[src/rtl/trng_pkg.sv]
// Shared types and default sizing for the TRNG collector slice.
package trng_pkg;

    typedef enum logic [1:0] {
        ST_IDLE,
        ST_WARMUP,
        ST_COLLECT
    } trng_state_t;

    localparam int TRNG_WORD_W     = 32;
    localparam int TRNG_FIFO_DEPTH = 4;
    localparam int TRNG_WARMUP     = 64;

endpackage

[src/rtl/trng_collector_if.sv]
// Valid/ready read port carrying packed random words to the SoC wrapper.
interface trng_collector_if #(
    parameter int WIDTH = 32
);
    logic             rd_valid;
    logic             rd_ready;
    logic [WIDTH-1:0] rd_data;

    modport master (
        output rd_valid,
        output rd_data,
        input  rd_ready
    );

    modport slave (
        input  rd_valid,
        input  rd_data,
        output rd_ready
    );
endinterface

[src/rtl/trng_word_fifo.sv]
// Synchronous first-word-fall-through word FIFO; a pop frees space for a push in the same cycle.
module trng_word_fifo #(
    parameter int WIDTH = 32,
    parameter int DEPTH = 4
) (
    input  logic                       clk,
    input  logic                       rst_n,
    input  logic                       push,
    input  logic [WIDTH-1:0]           push_data,
    input  logic                       pop,
    output logic                       full,
    output logic [$clog2(DEPTH+1)-1:0] level,
    output logic                       rd_valid,
    output logic [WIDTH-1:0]           rd_data
);
    localparam int PTR_W = $clog2(DEPTH);
    localparam int LVL_W = $clog2(DEPTH + 1);

    logic [WIDTH-1:0] mem [DEPTH];
    logic [PTR_W-1:0] wr_ptr;
    logic [PTR_W-1:0] rd_ptr;
    logic             do_push;
    logic             do_pop;

    assign full     = (level == LVL_W'(DEPTH));
    assign rd_valid = (level != '0);
    assign rd_data  = rd_valid ? mem[rd_ptr] : '0;
    assign do_pop   = pop && rd_valid;
    assign do_push  = push && (!full || do_pop);

    always_ff @(posedge clk or negedge rst_n) begin
        if (!rst_n) begin
            wr_ptr <= '0;
            rd_ptr <= '0;
            level  <= '0;
            for (int unsigned i = 0; i < DEPTH; i++) begin
                mem[i] <= '0;
            end
        end else begin
            // When full, wr_ptr equals rd_ptr: the head is read before this edge overwrites it.
            if (do_push) begin
                mem[wr_ptr] <= push_data;
                wr_ptr      <= wr_ptr + PTR_W'(1);
            end
            if (do_pop) begin
                rd_ptr <= rd_ptr + PTR_W'(1);
            end
            case ({do_push, do_pop})
                2'b10:   level <= level + LVL_W'(1);
                2'b01:   level <= level - LVL_W'(1);
                default: level <= level;
            endcase
        end
    end

endmodule

[src/rtl/trng_collector.sv]
// Ring-oscillator TRNG collector: warm-up, bit packing (MSB first) and word buffering.
// Optional von Neumann debiasing is built in when TRNG_VN_DEBIAS_EN is defined.
module trng_collector
    import trng_pkg::*;
#(
    parameter int WIDTH         = TRNG_WORD_W,
    parameter int DEPTH         = TRNG_FIFO_DEPTH,
    parameter int WARMUP_CYCLES = TRNG_WARMUP
) (
    input  logic                       clk,
    input  logic                       rst_n,
    input  logic                       enable,
    output logic                       trng_en,
    input  logic                       trng_bit,
    trng_collector_if.master           rd,
    output logic [$clog2(DEPTH+1)-1:0] fifo_level,
    output logic                       overrun,
    input  logic                       overrun_clr
);
    localparam int CNT_W  = $clog2(WIDTH);
    localparam int WCNT_W = (WARMUP_CYCLES > 1) ? $clog2(WARMUP_CYCLES) : 1;

    trng_state_t       state;
    trng_state_t       next_state;
    logic [WCNT_W-1:0] warm_cnt;
    logic              warm_done;
    logic [1:0]        sync_q;
    logic              sbit;
    logic              collecting;
    logic              acc_valid;
    logic              acc_bit;
    logic [WIDTH-1:0]  shreg;
    logic [CNT_W-1:0]  bit_cnt;
    logic              word_done;
    logic [WIDTH-1:0]  push_word;
    logic              fifo_full;
    logic              fifo_valid;
    logic [WIDTH-1:0]  fifo_data;
    logic              pop;
    logic              drop;

    assign sbit       = sync_q[1];
    assign collecting = (state == ST_COLLECT);
    assign warm_done  = (warm_cnt == WCNT_W'(WARMUP_CYCLES - 1));

    always_ff @(posedge clk or negedge rst_n) begin
        if (!rst_n) begin
            sync_q <= '0;
        end else begin
            sync_q <= {sync_q[0], trng_bit};
        end
    end

    always_ff @(posedge clk or negedge rst_n) begin
        if (!rst_n) begin
            state <= ST_IDLE;
        end else begin
            state <= next_state;
        end
    end

    always_comb begin
        next_state = state;
        case (state)
            ST_IDLE: begin
                if (enable) next_state = ST_WARMUP;
            end
            ST_WARMUP: begin
                if (!enable)        next_state = ST_IDLE;
                else if (warm_done) next_state = ST_COLLECT;
            end
            ST_COLLECT: begin
                if (!enable) next_state = ST_IDLE;
            end
            default: next_state = ST_IDLE;
        endcase
    end

    // Counter idles at zero outside WARMUP so every entry restarts the full warm-up.
    always_ff @(posedge clk or negedge rst_n) begin
        if (!rst_n) begin
            warm_cnt <= '0;
        end else if (state == ST_WARMUP) begin
            warm_cnt <= warm_cnt + WCNT_W'(1);
        end else begin
            warm_cnt <= '0;
        end
    end

    always_ff @(posedge clk or negedge rst_n) begin
        if (!rst_n) begin
            trng_en <= 1'b0;
        end else begin
            trng_en <= (state != ST_IDLE);
        end
    end

`ifdef TRNG_VN_DEBIAS_EN
    logic pair_phase;
    logic pair_a;

    always_ff @(posedge clk or negedge rst_n) begin
        if (!rst_n) begin
            pair_phase <= 1'b0;
            pair_a     <= 1'b0;
        end else if (!collecting) begin
            pair_phase <= 1'b0;
            pair_a     <= 1'b0;
        end else begin
            if (!pair_phase) pair_a <= sbit;
            pair_phase <= ~pair_phase;
        end
    end

    always_comb begin
        acc_valid = collecting && pair_phase && (pair_a != sbit);
        acc_bit   = pair_a;
    end
`else
    always_comb begin
        acc_valid = collecting;
        acc_bit   = sbit;
    end
`endif

    assign word_done = acc_valid && (bit_cnt == CNT_W'(WIDTH - 1));
    assign push_word = {shreg[WIDTH-2:0], acc_bit};

    always_ff @(posedge clk or negedge rst_n) begin
        if (!rst_n) begin
            shreg   <= '0;
            bit_cnt <= '0;
        end else if (!collecting) begin
            shreg   <= '0;
            bit_cnt <= '0;
        end else if (acc_valid) begin
            shreg   <= push_word;
            bit_cnt <= word_done ? '0 : bit_cnt + CNT_W'(1);
        end
    end

    assign pop  = fifo_valid && rd.rd_ready;
    assign drop = word_done && fifo_full && !pop;

    always_ff @(posedge clk or negedge rst_n) begin
        if (!rst_n) begin
            overrun <= 1'b0;
        end else if (drop) begin
            overrun <= 1'b1;
        end else if (overrun_clr) begin
            overrun <= 1'b0;
        end
    end

    trng_word_fifo #(
        .WIDTH (WIDTH),
        .DEPTH (DEPTH)
    ) u_fifo (
        .clk       (clk),
        .rst_n     (rst_n),
        .push      (word_done),
        .push_data (push_word),
        .pop       (pop),
        .full      (fifo_full),
        .level     (fifo_level),
        .rd_valid  (fifo_valid),
        .rd_data   (fifo_data)
    );

    assign rd.rd_valid = fifo_valid;
    assign rd.rd_data  = fifo_data;

endmodule
[src/flat_wrapper.sv]
// flat-port wrapper written by rule: the top's interface ports become plain ports
module trng_collector_flat import trng_pkg::*;
#(
    parameter int WIDTH         = TRNG_WORD_W,
    parameter int DEPTH         = TRNG_FIFO_DEPTH,
    parameter int WARMUP_CYCLES = TRNG_WARMUP
)
  (clk, rst_n, enable, trng_en, trng_bit, fifo_level, overrun, overrun_clr, rd_rd_valid, rd_rd_data, rd_rd_ready);
  trng_collector_if #(.WIDTH(WIDTH)) rd_i ();
  input  logic clk;
  input  logic rst_n;
  input  logic enable;
  output logic trng_en;
  input  logic trng_bit;
  output logic [$clog2(DEPTH+1)-1:0] fifo_level;
  output logic overrun;
  input  logic overrun_clr;
  output wire logic [$bits(rd_i.rd_valid)-1:0] rd_rd_valid;
  output wire logic [$bits(rd_i.rd_data)-1:0] rd_rd_data;
  input wire logic [$bits(rd_i.rd_ready)-1:0] rd_rd_ready;
  assign rd_rd_valid = rd_i.rd_valid;
  assign rd_rd_data = rd_i.rd_data;
  assign rd_i.rd_ready = rd_rd_ready;
  trng_collector #(.WIDTH(WIDTH), .DEPTH(DEPTH), .WARMUP_CYCLES(WARMUP_CYCLES)) u_core (.clk(clk), .rst_n(rst_n), .enable(enable), .trng_en(trng_en), .trng_bit(trng_bit), .rd(rd_i), .fifo_level(fifo_level), .overrun(overrun), .overrun_clr(overrun_clr));
endmodule
[config.mk]
export PLATFORM = sky130hd
export DESIGN_NAME = trng_collector_flat
export DESIGN_NICKNAME = d
export VERILOG_FILES = /design/src/rtl/trng_pkg.sv /design/src/rtl/trng_collector_if.sv /design/src/rtl/trng_word_fifo.sv /design/src/rtl/trng_collector.sv /design/src/flat_wrapper.sv
export SDC_FILE = /design/constraint.sdc
export NUM_CORES = 1
export LEC_CHECK = 0
export ABC_CLOCK_PERIOD_IN_PS = 5350
export CORE_ASPECT_RATIO = 0.8
export CORE_MARGIN = 2
export CORE_UTILIZATION = 50
export DETAILED_ROUTE_END_ITERATION = 16
export PLACE_DENSITY = 0.76
export SLEW_MARGIN = 20
export SYNTH_ARGS = -nofsm -noshare
export SYNTH_HDL_FRONTEND = slang
export SYNTH_SLANG_ARGS = --single-unit
[constraint.sdc]
create_clock -name clk -period 5.35 [get_ports clk]
set_input_delay 1.07 -clock clk [delete_from_list [all_inputs] [get_ports clk]]
set_output_delay 1.07 -clock clk [all_outputs]
set_load 0.01 [all_outputs]
# Word-level counts from Yosys, hierarchy flattened
# Index checks and enable logic that the tools add are counted.
[op_classes]
eq_ne = 10
addsub = 6
reduce_logical = 16
mux = 19
bitwise = 2
order_cmp = 3
[op_table]
columns = ["operator", "n"]
rows = [
  ["128-bit bitwise mux", 1],
  ["32-bit 2-to-1 mux", 4],
  ["32-bit binary-select mux with 2-bit select", 1],
  ["32-bit demux with 2-bit select", 1],
  ["31-bit 2-to-1 mux", 1],
  ["5-bit 2-to-1 mux", 2],
  ["2-bit 2-to-1 mux", 4],
  ["1-bit logical AND", 7],
  ["6-bit by 1-bit adder with 6-bit output, second input constant", 1],
  ["6-bit == test, second input constant", 1],
  ["3-bit >= comparator, second input constant", 2],
  ["6-bit 2-to-1 mux", 1],
  ["2-bit NOT with 3-bit output", 2],
  ["2-bit case mux with 3 select lines", 1],
  ["3-bit case mux with 2 select lines", 1],
  ["2-bit nonzero test", 3],
  ["5-bit by 1-bit adder with 5-bit output, second input constant", 1],
  ["5-bit == test, second input constant", 1],
  ["2-bit by 1-bit adder with 2-bit output, second input constant", 2],
  ["2-bit by 1-bit == test with 1-bit output, second input constant", 2],
  ["2-bit == test, second input constant", 2],
  ["2-bit inequality test, second input constant", 2],
  ["3-bit by 1-bit adder with 3-bit output, second input constant", 1],
  ["3-bit == test, second input constant", 1],
  ["other kinds (9)", 11],
]
[word_totals]
register_bits = 183
input_bits = 6

# Depth between registers and ports, before layout
# Gate-level depths: netlist of run 1.
[logic_depth]
ltp_word = 7
ltp_mapped = 11

# By module
# A second synthesis of run 1 with hierarchy kept.
[unflattened]
hier_cells = 509
hier_area_um2 = 7868.8
[modules_own_cells]
columns = ["mod", "area_per_inst_um2", "n_inst", "cells_per_inst"]
rows = [
  ["trng_word_fifo", 6192.2, 1, 385],
  ["trng_collector", 1676.6, 1, 124],
]

# Worst setup path before layout of run 1
# Ideal clock, no wire load.
[synth_timing]
path_kind = "input -> register"
start = "input port rd_rd_ready"
end = "register u_core.u_fifo.level[2]"
slack_ps = 2428
cell_stages = 8
t_arrival_ps = 2843
setup_time_ps = 79
required_ps = 5271
path_cell_list = "nor4b_4 -> nand3b_1 -> ha_1 -> inv_1 -> fa_1 -> xor2_1 -> nor2_1 -> xor2_1"
[synth_via]
elab_chain_cells = 6
elab_cells_between_ends = 8
classes_between = "2 x eq/ne; 1 x mux; 5 x reduce/logical"
[synth_rtl]
columns = ["item", "line_no", "source"]
rows = [
  ["start, declared", "flat_wrapper.sv:20", "input wire logic [$bits(rd_i.rd_ready)-1:0] rd_rd_ready;"],
  ["1-bit logical AND (*)", "trng_collector.sv:142", "assign pop = fifo_valid && rd.rd_ready;"],
  ["1-bit logical AND (*)", "trng_word_fifo.sv:28", "assign do_pop = pop && rd_valid;"],
  ["1-bit logical OR", "trng_word_fifo.sv:29", "assign do_push = push && (!full || do_pop);"],
  ["1-bit logical AND", "trng_word_fifo.sv:29", ""],
  ["2-bit by 1-bit == test with 1-bit output / 2-bit == test (equally long branches)", "trng_word_fifo.sv:48", "case ({do_push, do_pop})"],
  ["3-bit case mux with 2 select lines / 2-bit nonzero test (equally long branches)", "-", ""],
  ["end signal, assigned", "trng_word_fifo.sv:49", "2'b10: level <= level + LVL_W'(1);"],
  ["end signal, assigned", "trng_word_fifo.sv:50", "2'b01: level <= level - LVL_W'(1);"],
  ["end signal, assigned", "trng_word_fifo.sv:51", "default: level <= level;"],
  ["end, declared", "trng_word_fifo.sv:12", "output logic [$clog2(DEPTH+1)-1:0] level,"],
]
# Every way passes the cells marked *; elsewhere a longest branch is shown, timed or not.
# A chain may end at the register's enable or synchronous reset.

# Worst setup path after layout of run 1
[layout_timing]
start = "register u_core.u_fifo.rd_ptr[0]"
end = "output port rd_rd_data[22]"
[layout_via]
elab_chain_cells = 5
[layout_rtl]
columns = ["item", "line_no", "source"]
rows = [
  ["start, declared", "trng_word_fifo.sv:21", "logic [PTR_W-1:0] rd_ptr;"],
  ["start signal, assigned", "trng_word_fifo.sv:46", "rd_ptr <= rd_ptr + PTR_W'(1);"],
  ["2-bit NOT with 3-bit output (not written as such)", "trng_word_fifo.sv:27", "assign rd_data = rd_valid ? mem[rd_ptr] : '0;"],
  ["32-bit binary-select mux with 2-bit select", "trng_word_fifo.sv:27", ""],
  ["32-bit 2-to-1 mux (not written as such) (2 in a row)", "trng_word_fifo.sv:27", ""],
  ["32-bit 2-to-1 mux", "trng_word_fifo.sv:27", ""],
  ["end, declared", "flat_wrapper.sv:19", "output wire logic [$bits(rd_i.rd_data)-1:0] rd_rd_data;"],
]
# Every way passes these cells. The select of a mux whose other input is x is not followed.

==> results.toml, run 1 <==
[clock_tree]
cts-resized-gates = 0
post-cts-setup-buffers = 0
cts_sinks = 183
cts.clk_slew.worst_paths_ps = 60
tritoncts = "yes"
cts_buffers = 17
clock_path_buffers = 2
clk_latency_ps = 430
cts_max_level = 4
cts_hold_buf = 0
root_buffer = "clkbuf_16"

[floorplan]
fp.dieArea_mm2 = 0.0178
fp.dieH_um = 120
die_w_um = 148
start_util_pct = 50.8
core_mm2 = 0.0164
ios = 44
rows = 42

[timing]
slew_headroom_pct = 46.1
grt_setup_unrepaired = "no"
period_needed_ps = 3900
setup_tns_ps = 0
finalWorstSetupSlack_ps = 1450
maxSlewViolCount = 0
worst-slew-pin-transition_ps = 808
finalClockSkew_ps = 7.94
fmax_mhz = 256
period_share_pct = 73.0
hold_viol = 0
setup_viol = 0

[cells_and_area]
final_util_pct = 57.9
nFillCells = 1238
fin_nets = 567
num_antenna_cells = 0
area_growth_pct = 14.1
drive_above_1_share_pct = 37.2
multi_input_area_mm2 = 0.00354
regArea_mm2 = 0.00458

[setup_path]
critPathKind = "reg -> out"
path_max_fanout = 22
crit_arrival_ps = 2830
critPathCaptureType = "primary output"
start_kind = "register"
regToRegStartpoint = "u_core.u_fifo.level[1]$_DFFE_PN0P_"
cp.required_ps = 4280
critPathLaunch = "u_core.u_fifo.rd_ptr[0]$_DFFE_PN0P_"

[synthesis]
synth_top_area_share_pct = 54.8
synth_ff_type = "dfrtp_1"
synthMuxAreaShare_pct = 31.4
yosysWarnings = 0
syn-instance-count = 510
async_flop_share_pct = 100
synthTopCellsByCount = "dfrtp_1, mux2_4, and2_1, mux4_2"
synth-xor-area-share_pct = 1.15
syn_avg_cell_area_um2 = 16.4
yosysMostFrequentCell = "dfrtp_1"
synth_edf_count = 0
ys_seq_area_share_pct = 54.8
synth_top_family_by_area = "multiplexers"
synth-simple-area-share_pct = 7.97
synth_area_mm2 = 0.00835
syn-num-nets = 525
ys_types = 30
yosysTopAreaCell = "dfrtp_1"
synth_compound_area_share_pct = 0.390
ys_top_cells_by_area = "dfrtp_1, mux2_4, mux4_2"
ys_seq_elements = 183
synth_adder_area_share_pct = 1.44

[flow_run]
drv_cap = 0

[global_route]
grt_pass1_wl_um = 26000
antenna_found_initial = 0
grt_pass1_vias = 4743
track_usage_pct = 19.1
grt_max_degree = 87
grt-ovfl-total = 0

[placement]
dpl_worst_slack_ps = 1730
numPortBuffers = 43
place_congestion = 0.744
hpwl_um = 8870

[pwr]
power.internal_mw = 2.15
ir_worst_vdd_v = 0.000186
sw_frac_of_total_pct = 20.5
p_sw_uw = 555
leakagePower_nw = 4.34
pwr-share-clk_pct = 47.3
power_density_mw_per_mm2 = 284
pwr-share-comb_pct = 1.4
seqPwrFrac_pct = 51.3

[detailed_routing]
drt_iter0_drc = 258
wirelength_um = 15400
antenna_left = 0
drt-wirelength-per-cell_um = 19.6
vias = 4246
via_per_inst = 5.42
drt_pre_antenna_iters = 4
drc = 0

[outcome]
status = "finished clean"

[worst_hold_path]
min_path_type = "reg -> reg"
hp-start = "u_core.sync_q[0]$_DFF_PN0_"
cell usage in the layout, fill, tap and decap left out, types with 3 or more instances in the layout:
master / Yosys / routed
buf_4: 0 / 9
nor3_4: 4 / 4
xor2_1: 6 / 6
clkdlybuf4s50_1: 0 / 42
inv_1: 7 / 7
nor3_1: 4 / 4
nand2b_1: 3 / 3
mux4_2: 32 / 32
clkinv_4: 0 / 4
o21ai_0: 3 / 3
mux2_2: 9 / 9
mux2_4: 120 / 120
ha_1: 8 / 8
xnor2_1: 5 / 5
nand2_1: 7 / 7
clkbuf_16: 0 / 17
dfrtp_1: 183 / 182
and2_1: 64 / 64
nor2_1: 7 / 7
nand3_1: 6 / 6
bufinv_16: 0 / 3
logic make-up after synthesis:
group	Yosys count
xor gates and xnor gates	11
AOI/OAI and AO/OA	6
buffers and inverters	36
muxes	161
DFF	183
adders and majority gates	9
and+or+nand+nor	104
power by group through the flow:
| stage | clock network, mW | logic, mW | registers (mW) |
|---|---|---|---|
| floorplan | 0 | 0.00444 | 1.42 |
| global placement | 0 | 0.0376 | 1.42 |
| detailed placement | 0 | 0.0395 | 1.42 |
| CTS | 1.31 | 0.0396 | 1.39 |
| global route | 1.37 | 0.0443 | 1.39 |
| finish | 1.28 | 0.0376 | 1.39 |
critical path: stages (launching register included):
cell and delay, ps:
dfrtp_2 640, buf_4 510, mux4_2 570, and2_1 190, clkdlybuf4s50_1 490
flip-flops by register name, indices dropped and copies added, names as in the netlist, 3 cells and up:
signal               count
u_core.shreg            31
u_core.u_fifo.mem      128
u_core.u_fifo.level      3
u_core.warm_cnt          6
u_core.bit_cnt           5
area by class of cell:
cell class | instances | area share, %
Sequential cell | 183 | 48.1
Inverter | 7 | 0.276
Multi-Input combinational cell | 291 | 37.2
Tap cell | 220 | 2.89
Clock buffer | 20 | 4.79
Clock inverter | 11 | 1.58
Timing Repair Buffer | 52 | 5.24
metrics by stage:
step	hold slack [ps]	cells	power, mW	area (um2)
floorplan	331	510	1.42	8350
global placement	365	753	1.45	8920
detailed placement	363	753	1.46	8920
CTS	377	784	2.74	9530
global route	382	784	2.81	9530
finish	380	784	2.71	9530
final timing paths:
path	end	slack (ps)	cells past startpoint
max	rd_rd_data[22]	1450	4
min	u_core.sync_q[1]$_DFF_PN0_	380	0
max reg2reg	u_core.u_fifo.level[1]$_DFFE_PN0P_	2710	6
min reg2reg	u_core.sync_q[1]$_DFF_PN0_	380	0
max in group asynchronous	u_core.u_fifo.rd_ptr[0]$_DFFE_PN0P_	3440	2
min in group asynchronous	u_core.shreg[6]$_DFF_PN0_	710	1
routing by layer:
| layer | track usage (%) | vias up | share of wire (%) | routed length [um] |
|---|---|---|---|---|
| met1 | 27.7 | 2297 | 48 | 7420 |
| met2 | 28.9 | 59 | 47 | 7280 |
| li1 | - | 1873 | - | - |
| met5 | 0 | - | 0 | 0 |
| met4 | 5.42 | 0 | 1.1 | 167 |
| met3 | 4.83 | 17 | 3.2 | 490 |
Note: power is estimated with default switching activity, not from simulation.
==> run 2: changes to the inputs <==
--- a/config.mk
+++ b/config.mk
@@ -5,7 +5,7 @@
 export SDC_FILE = /design/constraint.sdc
 export NUM_CORES = 1
 export LEC_CHECK = 0
-export ABC_CLOCK_PERIOD_IN_PS = 5350
+export ABC_CLOCK_PERIOD_IN_PS = 3900
 export CORE_ASPECT_RATIO = 0.8
 export CORE_MARGIN = 2
 export CORE_UTILIZATION = 50
==> constraint.sdc (replaced) <==
create_clock -name clk -period 3.9 [get_ports clk]
set_input_delay 0.78 -clock clk [delete_from_list [all_inputs] [get_ports clk]]
set_output_delay 0.78 -clock clk [all_outputs]
set_load 0.01 [all_outputs]
==> run 2 against run 1 <==
Compared with the run above: worst setup slack worse by 990 ps; die area did not move; sequential share of layout area down 0.28 points; clock power rose by 25%; register-to-register slack got worse by 1400 ps; wire length hardly changed; count of clock-buffer cells in the layout fell by 1; design area grew 0.58%; global-route usage shrank 0.36 points; critical path depth did not move; critical path type unchanged; critical endpoint is now rd_rd_data[3]; largest cell class unchanged; largest power group unchanged; highest routed layer unchanged.
==> results.toml, run 2 (synthesis results as in run 1) <==
[pwr]
power_density_mw_per_mm2 = 372
ir_worst_vdd_v = 0.000309
power_mw = 3.56
leakagePower_nw = 4.36

[cells_and_area]
largest_register = "u_core.u_fifo.mem"
fin_area_mm2 = 0.00958
area_growth_pct = 14.8
final_common_cell = "dfrtp_1"
fin_nets = 570
nFillCells = 1212
drive_above_1_share_pct = 37.9
top_regs = "u_core.u_fifo.mem: 128 flops, u_core.shreg: 31 flops, u_core.warm_cnt: 6 flops"
layout_common_cells = "dfrtp_1, mux2_4, and2_1, clkdlybuf4s50_1, mux4_2"
largest_reg_flops = 128
num_antenna_cells = 0

[setup_path]
cp.required_ps = 3120
critPathLaunch = "u_core.u_fifo.rd_ptr[0]$_DFFE_PN0P_"
path_max_fanout = 17
critPathCaptureType = "primary output"
regToRegStartpoint = "u_core.u_fifo.level[0]$_DFFE_PN0P_"
critPathKind = "reg -> out"
start_kind = "register"
crit_arrival_ps = 2660

[timing]
period_needed_ps = 3440
grt_setup_unrepaired = "no"
hold_viol = 0
setup_viol = 0
worst-slew-pin-transition_ps = 834
finalClockSkew_ps = 9.22
fmax_mhz = 290
setup_tns_ps = 0
period_share_pct = 88.3
maxSlewViolCount = 0
slew_headroom_pct = 44.4

[placement]
place_area_mm2 = 0.00903
place_congestion = 0.746
numPortBuffers = 43
hpwl_um = 8820

[global_route]
grt_pass1_vias = 4642
track_usage_pct = 18.7
antenna_found_initial = 0
grt-ovfl-total = 0
grt_max_degree = 94
grt_pass1_wl_um = 25500

[outcome]
status = "finished clean"

[clock_tree]
cts_max_level = 4
clk_latency_ps = 430
cts_hold_buf = 0
cts-resized-gates = 0
clock_path_buffers = 2
root_buffer = "clkbuf_16"
cts.clk_slew.worst_paths_ps = 70
cts_sinks = 183
post-cts-setup-buffers = 0
cts_buffers = 17
tritoncts = "yes"

[detailed_routing]
wirelength_um = 15300
drc = 0
drt_iter0_drc = 198
via_per_inst = 5.38
antenna_left = 0
drt-wirelength-per-cell_um = 19.5
drt_pre_antenna_iters = 4
vias = 4241

[worst_hold_path]
hp-start = "u_core.sync_q[0]$_DFF_PN0_"
min_path_type = "reg -> reg"

[floorplan]
rows = 42
fp.dieArea_mm2 = 0.0178
die_w_um = 148
start_util_pct = 50.8
core_mm2 = 0.0164
fp.dieH_um = 120
ios = 44

[flow_run]
drv_cap = 0
[run 2: changes by cell type in the layout (fill, tap and decap cells not counted), sizes merged]
cell,change
clkinv,+2
clkbuf,-1
buf,+3
inv,+3
bufinv,-3
[run 2: layout make-up]
cell class	count	area, um2	share of cell area, %
Clock buffer	19	453	4.73
Clock inverter	13	98.8	1.03
Inverter	7	26.3	0.274
Multi-Input combinational cell	291	3540	36.9
Sequential cell	183	4580	47.8
Tap cell	220	275	2.87
Timing Repair Buffer	55	609	6.36
[run 2: where the power goes]
group / total [mW] / internal, mW / switching (mW)
Clock: 1.60 / 0.856 / 0.747
Combinational: 0.0531 / 0.0115 / 0.0416
Sequential: 1.91 / 1.90 / 0.00405
[run 2: path summary, 6_finish.rpt]
check | slack, ps | end | depth (start not counted)
worst max register to register | 1280 | u_core.u_fifo.level[1]$_DFFE_PN0P_ | 6
min in group asynchronous | 430 | u_core.u_fifo.mem[70]$_DFFE_PN0P_ | 1
max in group asynchronous | 2430 | u_core.u_fifo.mem[51]$_DFFE_PN0P_ | 2
worst max-delay path | 460 | rd_rd_data[3] | 4
worst min-delay path | 360 | u_core.sync_q[1]$_DFF_PN0_ | 0
worst min register to register | 360 | u_core.sync_q[1]$_DFF_PN0_ | 0
[run 2: worst max-delay path, cell delays in order (launching register included)]
cell and delay, ps:
dfrtp_2 790, buf_12 250, mux4_2 510, and2_1 190, clkdlybuf4s50_1 480
[run 2: per-layer routing]
layer	global-route usage (%)	part of all wire, %
met5	0	0
met1	26.6	48
met2	29.3	48
met4	6.55	1.6
met3	3.65	2.9
[run 2: stage by stage]
stage / instances / utilization (%) / setup WS (ps) / hold WS [ps]
floorplan: 510 / - / 1270 / 331
global placement: 756 / 54.9 / 888 / 333
detailed placement: 756 / 54.9 / 734 / 340
CTS: 788 / 58.3 / 407 / 355
global route: 788 / 58.3 / 316 / 371
finish: 788 / 58.3 / 455 / 355
==> run 3: changes to the inputs <==
--- a/config.mk
+++ b/config.mk
@@ -5,12 +5,13 @@
 export SDC_FILE = /design/constraint.sdc
 export NUM_CORES = 1
 export LEC_CHECK = 0
-export ABC_CLOCK_PERIOD_IN_PS = 3900
+export ABC_CLOCK_PERIOD_IN_PS = 3500
 export CORE_ASPECT_RATIO = 0.8
 export CORE_MARGIN = 2
 export CORE_UTILIZATION = 50
 export DETAILED_ROUTE_END_ITERATION = 16
 export PLACE_DENSITY = 0.76
+export REMOVE_ABC_BUFFERS = 1
 export SLEW_MARGIN = 20
 export SYNTH_ARGS = -nofsm -noshare
 export SYNTH_HDL_FRONTEND = slang
==> constraint.sdc (replaced) <==
create_clock -name clk -period 3.5 [get_ports clk]
set_input_delay 0.7 -clock clk [delete_from_list [all_inputs] [get_ports clk]]
set_output_delay 0.7 -clock clk [all_outputs]
set_load 0.01 [all_outputs]
==> run 3 against run 2 <==
Compared with the run above: die area unchanged; first-iteration DRC count down 9.1%; clock skew is 0.83 ps higher; final cell count down 0.13%; worst setup slack worse by 100 ps.
==> results.toml, run 3 (synthesis results as in run 1) <==
[outcome]
status = "finished clean"

[detailed_routing]
drt_pre_antenna_iters = 4
drt_iter0_drc = 180
wirelength_um = 15300
antenna_left = 0
drt-wirelength-per-cell_um = 19.5
via_per_inst = 5.35
vias = 4213
drc = 0

[timing]
worst-slew-pin-transition_ps = 786
fmax_mhz = 318
finalClockSkew_ps = 10.0
slew_headroom_pct = 47.6
maxSlewViolCount = 0
setup_viol = 0
hold_ws_ps = 330
grt_setup_unrepaired = "no"
period_share_pct = 89.8
setup_tns_ps = 0
period_needed_ps = 3140
hold_viol = 0

[cells_and_area]
area_growth_pct = 15.0
num_antenna_cells = 0
drive_above_1_share_pct = 37.4
largest_register = "u_core.u_fifo.mem"
largest_reg_flops = 128
layout_common_cells = "dfrtp_1, mux2_4, and2_1, clkdlybuf4s50_1, mux4_2"
final_common_cell = "dfrtp_1"
nFillCells = 1215
final_cell_count_no_fill = 787
fin_nets = 571
top_regs = "u_core.u_fifo.mem: 128 flops, u_core.shreg: 31 flops, u_core.warm_cnt: 6 flops"

[floorplan]
die_w_um = 148
fp.dieH_um = 120
core_mm2 = 0.0164
fp.dieArea_mm2 = 0.0178
ios = 44
rows = 42
start_util_pct = 50.8

[global_route]
track_usage_pct = 19.1
grt_pass1_wl_um = 26200
antenna_found_initial = 0
grt_pass1_vias = 4675
grt-ovfl-total = 0
grt_max_degree = 85

[placement]
place_congestion = 0.724
numPortBuffers = 43
dpl.cell_count = 757
hpwl_um = 8820

[clock_tree]
cts.clk_slew.worst_paths_ps = 70
clock_path_buffers = 2
cts_max_level = 4
tritoncts = "yes"
cts_sinks = 183
cts_hold_buf = 0
clk_latency_ps = 420
root_buffer = "clkbuf_16"
cts_buffers = 17
cts-resized-gates = 0
post-cts-setup-buffers = 0

[flow_run]
drv_cap = 0

[worst_hold_path]
min_path_type = "in -> async"

[setup_path]
worst_r2r_path_depth = 8
crit_arrival_ps = 2440
cpPeakStageDelay_ps = 820
crit_chain = "or3_2, and2_1, clkdlybuf4s50_1"
cp.required_ps = 2800
slowest_stage = "or3_2"
path_max_fanout = 35
start_kind = "register"
critPathCaptureType = "primary output"
critPathKind = "reg -> out"

[pwr]
power_density_mw_per_mm2 = 425
ir_worst_vdd_v = 0.000306
leakagePower_nw = 4.36
run 3: changes by cell type in the layout (fill, tap and decap cells not counted):
cell,before,now
buf_4,5,8
inv_8,1,0
clkinv_2,4,1
clkbuf_1,0,2
buf_12,7,5
clkbuf_8,2,4
inv_6,2,0
bufinv_16,0,2
clkinvlp_4,2,4
clkinv_4,4,0
run 3: worst paths after layout:
path,slack [ps],from,end
worst min-delay path,330,rst_n,u_core.u_fifo.mem[94]$_DFFE_PN0P_
min in group clk,350,u_core.sync_q[0]$_DFF_PN0_,u_core.sync_q[1]$_DFF_PN0_
max in group asynchronous,2200,rst_n,u_core.u_fifo.mem[125]$_DFFE_PN0P_
worst min register to register,350,u_core.sync_q[0]$_DFF_PN0_,u_core.sync_q[1]$_DFF_PN0_
worst max-delay path,360,u_core.u_fifo.level[1]$_DFFE_PN0P_,rd_rd_data[17]
worst max register to register,950,u_core.u_fifo.level[1]$_DFFE_PN0P_,u_core.u_fifo.level[2]$_DFFE_PN0P_
run 3: critical path: cells and delay by family, from the launching register on:
family,cells,cell delay [ps]
buffers and inverters,1,480
flip-flops,1,450
AND/OR/NAND/NOR,2,1080
run 3: area by class of cell:
cell class	instances	area (um2)	share of cell area [%]
Clock buffer	23	488	5.08
Clock inverter	7	95.1	0.991
Inverter	7	26.3	0.274
Multi-Input combinational cell	291	3540	36.9
Sequential cell	183	4580	47.7
Tap cell	220	275	2.87
Timing Repair Buffer	56	592	6.17
run 3: stage by stage:
stage / total power, mW / area (um2) / setup WS (ps) / utilization (%)
2_1_floorplan: 2.17 / 8140 / 555 / -
4_1_cts: 4.12 / 9600 / 319 / 58.4
3_5_place_dp: 2.23 / 9010 / 695 / 54.8
5_1_grt: 4.22 / 9600 / 246 / 58.4
6_report: 4.08 / 9600 / 355 / 58.4
3_3_place_gp: 2.22 / 9010 / 770 / 54.8
run 3: per-layer routing:
layer | routed length, um | GRT usage (%) | vias to the layer above
li1 | - | - | 1885
met1 | 7530 | 28.0 | 2255
met2 | 7220 | 29.1 | 60
met3 | 429 | 5.25 | 13
met4 | 129 | 3.93 | 0
met5 | 0 | 0 | -
run 3: where the power goes:
| part | switching [mW] | internal (mW) |
|---|---|---|
| Combinational | 0.0462 | 0.0128 |
| Clock | 0.774 | 1.12 |
| Sequential | 0.00436 | 2.12 |
| Total | 0.825 | 3.25 |
